==> src/rtl/hilo_muldiv_pkg.sv <==
// Shared definitions for the HI/LO multiply/divide sequencer:
// op encodings, FSM states and the iteration count.
package hilo_pkg;

    localparam logic [2:0] OP_MULT  = 3'b000;
    localparam logic [2:0] OP_MULTU = 3'b001;
    localparam logic [2:0] OP_DIV   = 3'b010;
    localparam logic [2:0] OP_DIVU  = 3'b011;
    localparam logic [2:0] OP_MTHI  = 3'b100;
    localparam logic [2:0] OP_MTLO  = 3'b101;

    localparam int ITERS = 32;

    typedef enum logic [1:0] {
        S_IDLE,
        S_PREP,
        S_CALC,
        S_FIX
    } hilo_state_t;

endpackage

==> src/rtl/hilo_muldiv_step.sv <==
// One radix-2 iteration: shift-add multiply or restoring divide on a
// double-width accumulator {upper, lower}.
module muldiv_step #(
    parameter int WIDTH = 32
) (
    input  logic                 i_div,
    input  logic [2*WIDTH-1:0]   i_acc,
    input  logic [WIDTH-1:0]     i_opnd,
    output logic [2*WIDTH-1:0]   o_acc
);

    logic [WIDTH:0] w_sum;
    logic [WIDTH:0] w_rem_sh;
    logic [WIDTH:0] w_diff;

    always_comb begin
        // Multiply: lower half holds the remaining multiplier bits, LSB first.
        w_sum    = {1'b0, i_acc[2*WIDTH-1:WIDTH]} + (i_acc[0] ? {1'b0, i_opnd} : '0);
        // Divide: upper half is the partial remainder, lower half the
        // dividend bits being shifted out while quotient bits shift in.
        w_rem_sh = i_acc[2*WIDTH-1:WIDTH-1];
        w_diff   = w_rem_sh - {1'b0, i_opnd};
        if (!i_div) begin
            o_acc = {w_sum, i_acc[WIDTH-1:1]};
        end else if (!w_diff[WIDTH]) begin
            o_acc = {w_diff[WIDTH-1:0], i_acc[WIDTH-2:0], 1'b1};
        end else begin
            o_acc = {w_rem_sh[WIDTH-1:0], i_acc[WIDTH-2:0], 1'b0};
        end
    end

endmodule

==> src/rtl/hilo_muldiv.sv <==
// Iterative MULT/MULTU/DIV/DIVU sequencer owning the HI/LO pair;
// fixed 34-cycle busy window, plus single-cycle MTHI/MTLO writes.
module hilo_muldiv
    import hilo_pkg::*;
#(
    parameter int WIDTH = 32
) (
    input  logic             clk,
    input  logic             rst,
    input  logic             start,
    input  logic [2:0]       op,
    input  logic [WIDTH-1:0] src_a,
    input  logic [WIDTH-1:0] src_b,
    input  logic             flush,
    output logic             busy,
    output logic             done,
    output logic [WIDTH-1:0] hi,
    output logic [WIDTH-1:0] lo
);

    localparam int CNT_W = $clog2(ITERS);

    hilo_state_t        r_state;
    hilo_state_t        w_state_next;
    logic [CNT_W-1:0]   r_cnt;
    logic [2*WIDTH-1:0] r_acc;
    logic [2*WIDTH-1:0] w_acc_step;
    logic [WIDTH-1:0]   r_a, r_b, r_opnd, r_hi, r_lo;
    logic               r_div, r_signed, r_neg_q, r_neg_r, r_done;

    logic               w_md_op, w_accept;
    logic               w_neg_a, w_neg_b;
    logic [WIDTH-1:0]   w_abs_a, w_abs_b;
    logic [2*WIDTH-1:0] w_prod;
    logic [WIDTH-1:0]   w_quot, w_rem;

    muldiv_step #(.WIDTH(WIDTH)) u_step (
        .i_div  (r_div),
        .i_acc  (r_acc),
        .i_opnd (r_opnd),
        .o_acc  (w_acc_step)
    );

    always_comb begin
        w_md_op  = (op == OP_MULT) || (op == OP_MULTU) || (op == OP_DIV) || (op == OP_DIVU);
        w_accept = start && !flush && (r_state == S_IDLE);
        w_neg_a  = r_signed && r_a[WIDTH-1];
        w_neg_b  = r_signed && r_b[WIDTH-1];
        w_abs_a  = w_neg_a ? -r_a : r_a;
        w_abs_b  = w_neg_b ? -r_b : r_b;
        w_prod   = r_neg_q ? -r_acc : r_acc;
        w_quot   = r_neg_q ? -r_acc[WIDTH-1:0] : r_acc[WIDTH-1:0];
        w_rem    = r_neg_r ? -r_acc[2*WIDTH-1:WIDTH] : r_acc[2*WIDTH-1:WIDTH];
    end

    always_ff @(posedge clk or posedge rst) begin
        if (rst) r_state <= S_IDLE;
        else     r_state <= w_state_next;
    end

    always_comb begin
        w_state_next = r_state;
        case (r_state)
            S_IDLE: if (w_accept && w_md_op) w_state_next = S_PREP;
            S_PREP: w_state_next = S_CALC;
            S_CALC: if (r_cnt == CNT_W'(ITERS - 1)) w_state_next = S_FIX;
            S_FIX:  w_state_next = S_IDLE;
            default: w_state_next = S_IDLE;
        endcase
        if (flush) w_state_next = S_IDLE;
    end

    always_ff @(posedge clk or posedge rst) begin
        if (rst) begin
            r_cnt    <= '0;
            r_acc    <= '0;
            r_a      <= '0;
            r_b      <= '0;
            r_opnd   <= '0;
            r_hi     <= '0;
            r_lo     <= '0;
            r_div    <= 1'b0;
            r_signed <= 1'b0;
            r_neg_q  <= 1'b0;
            r_neg_r  <= 1'b0;
            r_done   <= 1'b0;
        end else begin
            r_done <= 1'b0;
            case (r_state)
                S_IDLE: begin
                    if (w_accept) begin
                        if (w_md_op) begin
                            r_a      <= src_a;
                            r_b      <= src_b;
                            r_div    <= (op == OP_DIV) || (op == OP_DIVU);
                            r_signed <= (op == OP_MULT) || (op == OP_DIV);
                        end else if (op == OP_MTHI) begin
                            r_hi <= src_a;
                        end else if (op == OP_MTLO) begin
                            r_lo <= src_a;
                        end
                    end
                end
                S_PREP: begin
                    // Divide iterates on the dividend, multiply on the multiplier.
                    r_acc   <= {{WIDTH{1'b0}}, (r_div ? w_abs_a : w_abs_b)};
                    r_opnd  <= r_div ? w_abs_b : w_abs_a;
                    r_neg_q <= w_neg_a ^ w_neg_b;
                    r_neg_r <= w_neg_a;
                    r_cnt   <= '0;
                end
                S_CALC: begin
                    r_acc <= w_acc_step;
                    r_cnt <= r_cnt + 1'b1;
                end
                S_FIX: begin
                    if (!flush) begin
                        r_done <= 1'b1;
                        if (!r_div) begin
                            r_hi <= w_prod[2*WIDTH-1:WIDTH];
                            r_lo <= w_prod[WIDTH-1:0];
                        end else if (r_b == '0) begin
                            r_hi <= r_a;
                            r_lo <= '1;
                        end else begin
                            r_hi <= w_rem;
                            r_lo <= w_quot;
                        end
                    end
                end
                default: ;
            endcase
        end
    end

    assign busy = (r_state != S_IDLE);
    assign done = r_done;
    assign hi   = r_hi;
    assign lo   = r_lo;

endmodule

==> config.mk <==
export PLATFORM = sky130hd
export DESIGN_NAME = hilo_muldiv
export DESIGN_NICKNAME = d
export VERILOG_FILES = /design/src/rtl/hilo_muldiv_pkg.sv /design/src/rtl/hilo_muldiv_step.sv /design/src/rtl/hilo_muldiv.sv
export SDC_FILE = /design/constraint.sdc
export NUM_CORES = 1
export LEC_CHECK = 0
export CAP_MARGIN = 5
export CORE_ASPECT_RATIO = 0.8
export CORE_UTILIZATION = 30
export CTS_CLUSTER_SIZE = 28
export DETAILED_ROUTE_END_ITERATION = 8
export GPL_TIMING_DRIVEN = 0
export REMOVE_ABC_BUFFERS = 1
export SLEW_MARGIN = 20
export SYNTH_ARGS = -nofsm -noshare
export SYNTH_HDL_FRONTEND = slang
export SYNTH_SLANG_ARGS = --single-unit
==> constraint.sdc <==
create_clock -name clk -period 17.15 [get_ports clk]
set_input_delay 1.715 -clock clk [delete_from_list [all_inputs] [get_ports clk]]
set_output_delay 1.715 -clock clk [all_outputs]
set_load 0.02 [all_outputs]
==> metrics.csv <==
metric,value,unit
Inserted Diodes,0,
final standard cell utilization of the core,35.8,%
"share of synthesized cell area in and, or, nand and nor gates",17.9,%
share of total power consumed by net switching,47.5,%
Pwr Total,3.92,mW
cell-internal power,2.06,mW
summed instance area of the synthesized netlist,0.0182,mm^2
sequential share of power,29.1,%
reg2reg end,hi[18],
Fin Setup TNS,0,ps
Max IR drop VDD,0.000136,V
number of iterations in the first detailed-routing pass,7,
Max transition margin,23.1,%
total wire length after detailed routing,64800,um
Layout fillers,6064,
total of hold buffers inserted after clock tree synthesis,0,
highest attainable clock frequency,0.191,GHz
source-to-sink clock delay at the later pin of the worst-skew pair,560,ps
hold path endpoint,lo[12],
CTS tree,built,
register area share after synthesis,32.5,%
CTS Sinks,236,
Gate power share,55.3,%
crit path DAT,5620,ps
maximum fanout count along the critical path,33,
cell depth of the worst min-delay path,2,
root buffer cell,clkbuf_16,
horizontal extent of the die,277,um
post-CTS sizing,0,
Final period util,30.5,%
Synth Flop Type,dfrtp_1,
DRT iter0 DRCs,1764,
All-Layer GR Usage,20.4,%
main combinational cell family by area after synthesis,compound AO/OA/AOI/OAI gates,
count of flip-flops with a built-in enable after synthesis,0,
worst path required time,17530,ps
starting density of the core,30.4,%
half-perimeter wire length of the detailed placement result,48200,um
clock slew at reported path FFs,60,ps
setup slack of the critical path after layout,11910,ps
antenna violations before repair,0,
multiplexer share of the synthesized area,8.40,%
reg-to-reg startpoint,r_acc[0],
maximum number of buffers from clock root to sink,3,
cells on worst reg2reg path,11,
floorplan die area,0.0616,mm^2
adder and majority cell fraction of the synthesized area,5.38,%
final max-slew violation count,0,
Max-Cap Viols,0,
share of the synthesized area in compound gates (AO/OA/AOI/OAI),21.8,%
Std-Cell Core Area,0.0598,mm^2
final cell area excluding filler cells,0.0214,mm^2
global-route wire length before repair,99000,um
RD Place Congestion,0.933,
kind of end point of the critical path,flop,
fraction of synthesized cell area in xor and xnor cells,9.35,%
r2r setup slk,11910,ps
RSZ-0062 raised after global routing,false,
Die H,222,um
class of the tightest hold or removal check,reg -> reg,
number of failing setup endpoints in the final timing report,0,
start-to-end type of the worst setup path,reg -> reg,
area grow syn2layout,17.7,%
minimum period implied by the final worst setup slack,5240,ps
average cell area after synthesis,8.32,um^2
htree depth,1,
number of rows in the core area,80,
Clock Skew,15.2,ps
number of register bits inferred by synthesis,236,
placement-stage worst setup slack,11720,ps
total gr overflow,0,
port buffer count,136,
hold violation total from the final report,0,
outcome,completed,
Post-CTS Setup Repair Bufs,0,
number of instances in the synthesized netlist,2186,
IO Pins,137,
startpoint of the most critical hold path,lo[12],
count of distinct cell types in the synthesized netlist,82,
via-per-instance ratio,5.70,
Switch Pwr,1.86,mW
count of yosys warnings during synthesis,0,
cell area after placement,0.0205,mm^2
DRC,0,
share of flip-flops with an asynchronous set or reset after synthesis,100,%
Avg WL per Cell,21.4,um
startpoint class of the critical path,flop,
total number of nets in the final design,2379,
pwr/cell area,183,mW/mm^2
number of CTS-inserted buffers,27,
share of final-layout standard cells stronger than drive strength 1,8.97,%
maximum number of pins on one net before global-route repair,71,
vias in the first global route,16238,
proportion of power drawn by the clock network,15.6,%
number of antenna-violating nets in the routed design,0,
actual slew at the worst max-slew pin,1140,ps
Static Leakage,8.82,nW
total number of vias,17269,
-- worst max path at each step --
stage                  start  endpoint  slack (ps)  cells past startpoint
global route        r_acc[0]    hi[18]       11750                     11
detailed placement  r_acc[0]    hi[18]       11720                     11
CTS                 r_acc[0]    hi[18]       11710                     11
finish              r_acc[0]    hi[18]       11910                     11
floorplan                rst      done        8960                      1
global placement         rst     hi[1]        5310                      2
-- stage by stage --
step	hold slack, ps	std cells
after floorplan	444	2047
after global placement	465	2962
after detailed placement	467	2981
after CTS	480	3030
after global routing	508	3030
final	479	3030
-- critical path: stages (launching register included) --
cell and delay (ps):
dfrtp_1 480, inv_2 520, ha_1 290, nand2b_1 120, nor4_2 940, nand4_1 390, nand2b_1 350, or2_2 410
o21ai_1 430, nor2_1 70, o41ai_1 880, a221oi_1 170
-- cell usage in the layout, fill, tap and decap left out, drive strengths merged, types with 17 or more instances in the layout --
master / Yosys / layout
nand3: 29 / 29
o211ai: 34 / 34
mux2: 79 / 79
a21o: 37 / 37
xor2: 74 / 74
buf: 31 / 19
nand2: 244 / 244
or3: 28 / 28
o21ai: 213 / 213
ha: 75 / 75
a211oi: 22 / 22
mux2i: 43 / 43
a21oi: 141 / 141
dfrtp: 236 / 236
inv: 79 / 80
o31ai: 27 / 27
clkdlybuf4s50: 0 / 136
xnor2: 120 / 120
o22ai: 38 / 38
nor3: 72 / 72
nor2: 203 / 203
clkbuf: 108 / 38
nor4: 17 / 17
o221ai: 24 / 24
nor2b: 17 / 17
-- kinds of logic after synthesis --
family,count (synthesis)
AND/OR/NAND/NOR,691
flip-flops,236
multiplexers,131
XOR/XNOR,194
buffers and inverters,219
AO/OA/AOI/OAI,638
adder cells (fa/ha/maj),77
-- sequential cells by signal, summed over array words and instances (netlist names) --
signal    cells
r_opnd       32
r_state       2
r_div         1
r_acc        64
r_a          32
r_neg_q       1
hi           32
r_b          32
r_cnt         5
r_signed      1
done          1
lo           32
r_neg_r       1
-- power groups by stage --
stage          Combinational [mW]  Clock, mW  Sequential [mW]
2_1_floorplan                1.37          0             1.14
4_1_cts                      2.15      0.620             1.13
5_1_grt                      2.36      0.644             1.17
6_report                     2.17      0.613             1.14
3_3_place_gp                 2.06          0             1.16
3_5_place_dp                 2.14          0             1.14
-- synthesized netlist by cell type, types with 6 or more instances --
cell type | n | area share, %
mux4_2 | 8 | 0.99
nor4_1 | 11 | 0.38
nor3_1 | 70 | 1.9
nand2_1 | 243 | 5.0
nor3b_1 | 6 | 0.25
o21bai_1 | 9 | 0.37
or4_1 | 13 | 0.54
a311oi_1 | 7 | 0.34
nor2b_1 | 17 | 0.58
o21a_1 | 13 | 0.54
o31ai_1 | 26 | 1.1
clkbuf_1 | 106 | 2.2
o21ai_1 | 9 | 0.25
nand4_1 | 13 | 0.45
mux2i_1 | 43 | 2.4
buf_1 | 13 | 0.27
a211oi_1 | 22 | 0.91
dfrtp_1 | 236 | 32
or3_1 | 26 | 0.89
ha_1 | 75 | 5.2
buf_2 | 14 | 0.39
and2_1 | 11 | 0.38
a21oi_1 | 141 | 3.9
a21o_1 | 37 | 1.5
mux2_2 | 79 | 4.9
a22oi_1 | 6 | 0.25
a31oi_1 | 16 | 0.55
o221ai_1 | 24 | 1.2
o21ai_0 | 204 | 5.6
nand3_1 | 28 | 0.77
o211ai_1 | 34 | 1.4
inv_1 | 79 | 1.6
nor2_1 | 202 | 4.2
xnor2_1 | 120 | 5.8
nand2b_1 | 14 | 0.48
o22ai_1 | 38 | 1.3
xor2_1 | 74 | 3.6
o41ai_1 | 7 | 0.34
and3_1 | 7 | 0.24
-- final cells by class --
cell class	instances	area, um^2	area share, %
Clock buffer	38	797	3.72
Tap cell	779	975	4.55
Timing Repair Buffer	155	1780	8.32
Multi-Input combinational cell	1731	11500	53.8
Inverter	80	312	1.46
Clock inverter	11	115	0.538
Sequential cell	236	5910	27.6
-- routing by layer --
layer  GRT usage (%)  up-vias  part of all wire (%)
met5               0        -                     0
met3            3.17       87                   7.9
li1                -     7944                     -
met2            30.1      705                    42
met4            4.59        0                   2.4
met1            30.9     8533                    47
(Power assumes the default switching activity.)
